## config.mk

```make
export PLATFORM = sky130hd
export DESIGN_NAME = fb_row_writer
export DESIGN_NICKNAME = d
export VERILOG_FILES = /design/src/rtl/fb_pkg.sv /design/src/rtl/fbw_addr_gen.sv /design/src/rtl/fb_row_writer.sv
export SDC_FILE = /design/constraint.sdc
export NUM_CORES = 1
export LEC_CHECK = 0
export ABC_AREA = 1
export CAP_MARGIN = 20
export CORE_MARGIN = 1
export CORE_UTILIZATION = 35
export CTS_BUF_LIST = sky130_fd_sc_hd__clkbuf_16
export CTS_CLUSTER_SIZE = 24
export DETAILED_ROUTE_END_ITERATION = 8
export PLACE_DENSITY = 0.64
export SKIP_LAST_GASP = 1
export SYNTH_ARGS = -nofsm -noshare
export SYNTH_HDL_FRONTEND = slang
export SYNTH_HIERARCHICAL = 1
export SYNTH_SLANG_ARGS = --single-unit
export TNS_END_PERCENT = 10
```

## constraint.sdc

```tcl
create_clock -name clk -period 2.95 [get_ports clk]
set_clock_uncertainty 0.15 [all_clocks]
set_input_delay 0.7375 -clock clk [delete_from_list [all_inputs] [get_ports clk]]
set_output_delay 0.7375 -clock clk [all_outputs]
set_load 0.1 [all_outputs]
```

## src/rtl/fb_pkg.sv

```systemverilog
// ---------------------------------------------------------------------------
// fb_pkg
// Constants and types shared by the frame-buffer writer and the VGA read
// side: default image geometry, RAM word/address widths, and the writer FSM
// state encoding.
// ---------------------------------------------------------------------------
package fb_pkg;

    localparam int FB_IMG_W  = 64;  // pixels (bits) per image row
    localparam int FB_IMG_H  = 64;  // rows per frame
    localparam int FB_WORD_W = 32;  // RAM write-word width, half a row
    localparam int FB_ADDR_W = 12;  // RAM word address width

    typedef enum logic [2:0] {
        ST_IDLE,
        ST_WAIT_ROW,
        ST_WR_LO,
        ST_WR_HI,
        ST_DONE
    } fb_state_e;

endpackage : fb_pkg

```

## src/rtl/fbw_addr_gen.sv

```systemverilog
// ---------------------------------------------------------------------------
// fbw_addr_gen
// Frame base latch, row counter and RAM word-address adder for the row
// writer. The address is base + 2*row + hi, truncated to ADDR_W bits so a
// base near the top of the RAM wraps round to word 0.
//
// Ports
//   clk        in   system clock, rising edge
//   reset      in   asynchronous active-low reset
//   load_i     in   accepted start: latch base_i, clear row counter
//   base_i     in   frame base word address
//   row_inc_i  in   advance to the next row
//   hi_sel_i   in   select the upper word of the current row
//   addr_o     out  current write word address
//   last_row_o out  row counter is on the final row of the frame
// ---------------------------------------------------------------------------
module fbw_addr_gen
    import fb_pkg::*;
#(
    parameter int IMG_H  = FB_IMG_H,
    parameter int ADDR_W = FB_ADDR_W
) (
    input  logic              clk,
    input  logic              reset,
    input  logic              load_i,
    input  logic [ADDR_W-1:0] base_i,
    input  logic              row_inc_i,
    input  logic              hi_sel_i,
    output logic [ADDR_W-1:0] addr_o,
    output logic              last_row_o
);

    localparam int ROW_W = (IMG_H > 1) ? $clog2(IMG_H) : 1;

    logic [ADDR_W-1:0] base_q;
    logic [ROW_W-1:0]  row_cnt_q;
    logic [ROW_W:0]    word_off;

    // NOTE: clocked state is updated with <= only, so every flop samples the
    // values from before the edge regardless of statement order.
    always_ff @(posedge clk or negedge reset) begin
        if (!reset) begin
            base_q    <= '0;
            row_cnt_q <= '0;
        end else if (load_i) begin
            base_q    <= base_i;
            row_cnt_q <= '0;
        end else if (row_inc_i) begin
            row_cnt_q <= row_cnt_q + ROW_W'(1);
        end
    end

    // Two words per row: row index in the upper bits, half select in bit 0.
    assign word_off   = {row_cnt_q, hi_sel_i};
    assign addr_o     = base_q + ADDR_W'(word_off);
    assign last_row_o = (row_cnt_q == ROW_W'(IMG_H - 1));

endmodule : fbw_addr_gen

```

## src/rtl/fb_row_writer.sv

```systemverilog
// ---------------------------------------------------------------------------
// fb_row_writer
// Captures one frame of processed rows from a coprocessor and writes each
// IMG_W-bit row into the frame-buffer RAM as two WORD_W words, low half
// first, at base + 2*row and base + 2*row + 1. One row is taken every three
// cycles at most (WAIT_ROW, WR_LO, WR_HI).
//
// Ports
//   clk        in   system clock, rising edge
//   reset      in   asynchronous active-low reset
//   start      in   one-cycle pulse, arms capture of a frame (IDLE only)
//   base_addr  in   frame base word address, sampled on accepted start
//   row_valid  in   row strobe from the coprocessor
//   row_data   in   one row, pixel 0 in bit 0
//   row_ready  out  a row can be accepted this cycle
//   wraddress  out  RAM write word address
//   data       out  RAM write data
//   wren       out  RAM write enable
//   busy       out  frame capture in progress
//   frame_done out  one-cycle pulse after the final word is written
//   overflow   out  sticky: row_valid seen while busy but not ready
//
// Build option
//   FB_ROW_WRITER_OVERFLOW_EN  when defined, overflow detection is built;
//                              otherwise overflow is tied to 0.
// ---------------------------------------------------------------------------
module fb_row_writer
    import fb_pkg::*;
#(
    parameter int IMG_W  = FB_IMG_W,
    parameter int IMG_H  = FB_IMG_H,
    parameter int WORD_W = FB_WORD_W,
    parameter int ADDR_W = FB_ADDR_W
) (
    input  logic              clk,
    input  logic              reset,
    input  logic              start,
    input  logic [ADDR_W-1:0] base_addr,
    input  logic              row_valid,
    input  logic [IMG_W-1:0]  row_data,
    output logic              row_ready,
    output logic [ADDR_W-1:0] wraddress,
    output logic [WORD_W-1:0] data,
    output logic              wren,
    output logic              busy,
    output logic              frame_done,
    output logic              overflow
);

    fb_state_e         state_q, state_d;
    logic [IMG_W-1:0]  row_q;
    logic              hi_q;
    logic [ADDR_W-1:0] wraddress_q;

    logic              start_acc;
    logic              row_acc;
    logic              last_row;
    logic [ADDR_W-1:0] gen_addr;

    assign start_acc = (state_q == ST_IDLE) && start;
    assign row_acc   = (state_q == ST_WAIT_ROW) && row_valid;

    fbw_addr_gen #(
        .IMG_H  (IMG_H),
        .ADDR_W (ADDR_W)
    ) u_addr_gen (
        .clk        (clk),
        .reset      (reset),
        .load_i     (start_acc),
        .base_i     (base_addr),
        .row_inc_i  ((state_q == ST_WR_HI) && !last_row),
        .hi_sel_i   (state_q == ST_WR_LO),
        .addr_o     (gen_addr),
        .last_row_o (last_row)
    );

    // ---------------- FSM ----------------
    always_ff @(posedge clk or negedge reset) begin
        if (!reset) state_q <= ST_IDLE;
        else        state_q <= state_d;
    end

    always_comb begin
        // NOTE: default first so every path assigns state_d and no latch is inferred.
        state_d = state_q;
        unique case (state_q)
            ST_IDLE:     if (start)     state_d = ST_WAIT_ROW;
            ST_WAIT_ROW: if (row_valid) state_d = ST_WR_LO;
            ST_WR_LO:                   state_d = ST_WR_HI;
            ST_WR_HI:                   state_d = last_row ? ST_DONE : ST_WAIT_ROW;
            ST_DONE:                    state_d = ST_IDLE;
            default:                    state_d = ST_IDLE;
        endcase
    end

    // ---------------- Data path ----------------
    // The row is captured on acceptance so the source may change row_data
    // immediately. The address register is loaded one cycle ahead of each
    // write and otherwise holds, as does the half select behind data.
    // NOTE: the row register is reset along with the control flops; it is
    // small and the reset values of data/wraddress depend on it.
    always_ff @(posedge clk or negedge reset) begin
        if (!reset) begin
            row_q       <= '0;
            hi_q        <= 1'b0;
            wraddress_q <= '0;
        end else if (row_acc) begin
            row_q       <= row_data;
            hi_q        <= 1'b0;
            wraddress_q <= gen_addr;
        end else if (state_q == ST_WR_LO) begin
            hi_q        <= 1'b1;
            wraddress_q <= gen_addr;
        end
    end

    assign wraddress  = wraddress_q;
    assign data       = hi_q ? row_q[IMG_W-1:WORD_W] : row_q[WORD_W-1:0];
    assign wren       = (state_q == ST_WR_LO) || (state_q == ST_WR_HI);
    assign row_ready  = (state_q == ST_WAIT_ROW);
    assign busy       = (state_q == ST_WAIT_ROW) || wren;
    assign frame_done = (state_q == ST_DONE);

    // ---------------- Overflow ----------------
`ifdef FB_ROW_WRITER_OVERFLOW_EN
    logic overflow_q;

    // A row offered while a row is being written is lost; remember it
    // until the next frame is armed.
    always_ff @(posedge clk or negedge reset) begin
        if (!reset)                              overflow_q <= 1'b0;
        else if (start_acc)                      overflow_q <= 1'b0;
        else if (row_valid && busy && !row_ready) overflow_q <= 1'b1;
    end

    assign overflow = overflow_q;
`else
    assign overflow = 1'b0;
`endif

endmodule : fb_row_writer
```

==> flow_summary_export.csv <==
group,metric,value,unit
status,status,"complete, no violations",
clocking,htreeDepth,3,
job,maxCapViolCount,0,
placement,globalplace.congestion,0.8582,
yosys,synth-edff-count,0,
clocking,cts_resized,0,
floorplanning,dieArea,14310,µm²
global_routing,track_usage,18.14,%
setup_path,critPathRequiredTime,2.06,ns
cells_and_area,layout-drive-gt1-share,11.02,%
placement,io_buffers,127,
cells_and_area,stdcell_count,947,
yosys,syn_area,4842,µm²
floorplanning,io_pins,129,
min_path,min_path_type,"input pin to asynchronous set/reset pin",
floorplanning,initial_core_util,36.28,%
sta,max_freq,391.5,MHz
clocking,cts_buffers,9,
floorplanning,row_count,42,
clocking,cts_root_buf,"clkbuf_16",
route,drc,0,
global_routing,use_met2,30.89,%
global_routing,antenna_found_initial,0,
sta,tightest_slew,0.5447,ns
yosys,syn_nets,738,
global_routing,grt.busiest_layer,"met2",
sta,rsz0062_at_grt,"false",
global_routing,gr-total-overflow,0,
setup_path,path_cells,"inv_1 -> buf_12 -> nand2_1 -> nand2_1 -> buf_12",
cells_and_area,nets,855,
global_routing,first_global_vias,4265,
setup_path,cp-end-kind,"output port",
floorplanning,core_area,13350,µm²
clocking,cts_buffer_depth,2,
setup_path,path_class,"flop to output port",
cells_and_area,syn2layout_area_growth,40.23,%
setup_path,slowest_stage,"dfrtp_1",
yosys,ys_seq_area_share,50.65,%
clocking,cts.sinks,98,
setup_path,cp-start-kind,"flop",
sta,hold_ws,0.2285,ns
sta,slew_violations,0,
sta,finalHoldViolations,0,
sta,maxSlewHeadroom,63.69,%
yosys,avgSynthCellArea,7.461,µm²
floorplanning,fp.dieH,119.6,µm
sta,tns,0,ns
placement,dp_cells,931,
floorplanning,die_w,119.6,µm
setup_path,path_max_fanout,23,
setup_path,worst-path-buf-inv,3,
yosys,yosys.cell_types.count,25,
clocking,clk_latency,0.34,ns
route,final_antenna_net_count,0,
cells_and_area,num_antenna_cells,0,
route,routed_wirelength,12370,µm
sta,setup-violations-final,0,
route,dr.pass1.iters,4,
sta,period_minus_slack,2.554,ns
sta,post-route-period-util,86.58,%
setup_path,critical-path-top-delay-family,"buffers and inverters",
cells_and_area,layout.cell_area.non_filler,6790,µm²
route,viasPerCell,4.590,
setup_path,max_stage_delay,0.37,ns
yosys,async_flop_share,100.0,%
yosys,postSynthCellCount,649,
global_routing,grt_max_degree,58,
yosys,ys_ff_latch,98,
global_routing,grt_use_met1,23.81,%
clocking,post-cts-setup-buffers,0,
placement,dp_hpwl,8987,µm
route,wl_per_cell,13.06,µm
route,dr.first_iter.drc_count,339,
global_routing,grt_pass1_wl,20540,µm
yosys,synth_ff_type,"dfrtp_1",
placement,dpl-instance-area,6518,µm²
global_routing,grt.met3_usage,3.327,%
setup_path,critPathArrivalTime,1.67,ns
clocking,cts_tree,"built",
clocking,clk_pin_slew,0.07,ns
clocking,hold_buffers,0,
route,num_vias,4347,
yosys,yosys_warnings,6,
[path summary, 6_finish.rpt]
check | end | cells past startpoint | startpoint | slack (ns)
min in group clk | row_q[45] | 2 | row_q[45] | 0.33
max reg2reg | wraddress[10] | 14 | state_q[1] | 0.52
max | data[16] | 5 | hi_q | 0.40
min reg2reg | row_q[45] | 2 | row_q[45] | 0.33
min | row_q[59] | 1 | reset | 0.23
max in group asynchronous | row_q[32] | 2 | reset | 1.72
[registers in the layout (all words and copies together) (netlist names)]
name and count:
row_q 64, u_addr_gen/base_q 12, wraddress 12, u_addr_gen/row_cnt_q 6
state_q 3, hi_q 1
[layout by cell type, fill, tap and decap left out, drive strengths merged]
cell type	instances
nand2	397
dfrtp	98
clkdlybuf4s50	78
buf	57
inv	37
nand3	30
nor2	20
o21ai	11
clkbuf	9
ha	8
a21oi	6
nor3	5
clkinvlp	3
xor2	3
clkinv	3
nand4	2
conb	1
xnor2	1
a21o	1
fa	1
[metrics by stage]
stage / worst slack, ns / utilization (%)
after floorplan: 0.2777 / -
after global placement: 0.5608 / 48.83
after detailed placement: 0.5016 / 48.83
after CTS: 0.3450 / 50.87
after global routing: 0.2874 / 50.87
final: 0.3959 / 50.87
[Yosys cell counts (all sizes together) (2+ instances only)]
cell / instances / share of area [%]
a21oi: 6 / 0.62
nor3: 5 / 0.62
inv: 36 / 2.8
buf: 21 / 3.4
dfrtp: 98 / 51
xor2: 3 / 0.54
nand3: 30 / 3.3
nand2: 397 / 31
o21ai: 11 / 1.2
nor2: 20 / 2.0
nand4: 2 / 0.26
clkbuf: 8 / 0.62
ha: 8 / 2.1
[cell type report]
cell class,count,area (µm²)
inverters,36,135.1
clock inverters,7,47.55
well taps,176,220.2
flip-flops and latches,98,2452
repair buffers,135,1647
clock buffers,9,225.2
fillers,1285,6558
multi-input cells,486,2063
[layer usage]
metal / part of all wire [%] / wire [µm]
met4: 0.75 / 93
met5: 0 / 0
met3: 5.3 / 655
met1: 45 / 5569
met2: 49 / 6046
[cell families after synthesis]
logic type / after synthesis / synth area share, %
other: 1 / 0.07745
adders and majority gates: 9 / 2.481
DFF: 98 / 50.65
buffers and inverters: 65 / 6.848
AOI/OAI and AO/OA: 18 / 1.990
xor gates and xnor gates: 4 / 0.7236
and+or+nand+nor: 454 / 37.23
Power is left out: the tool's default activity adds up to more than one toggle a clock period on the data nets, which glitch-free logic cannot reach.
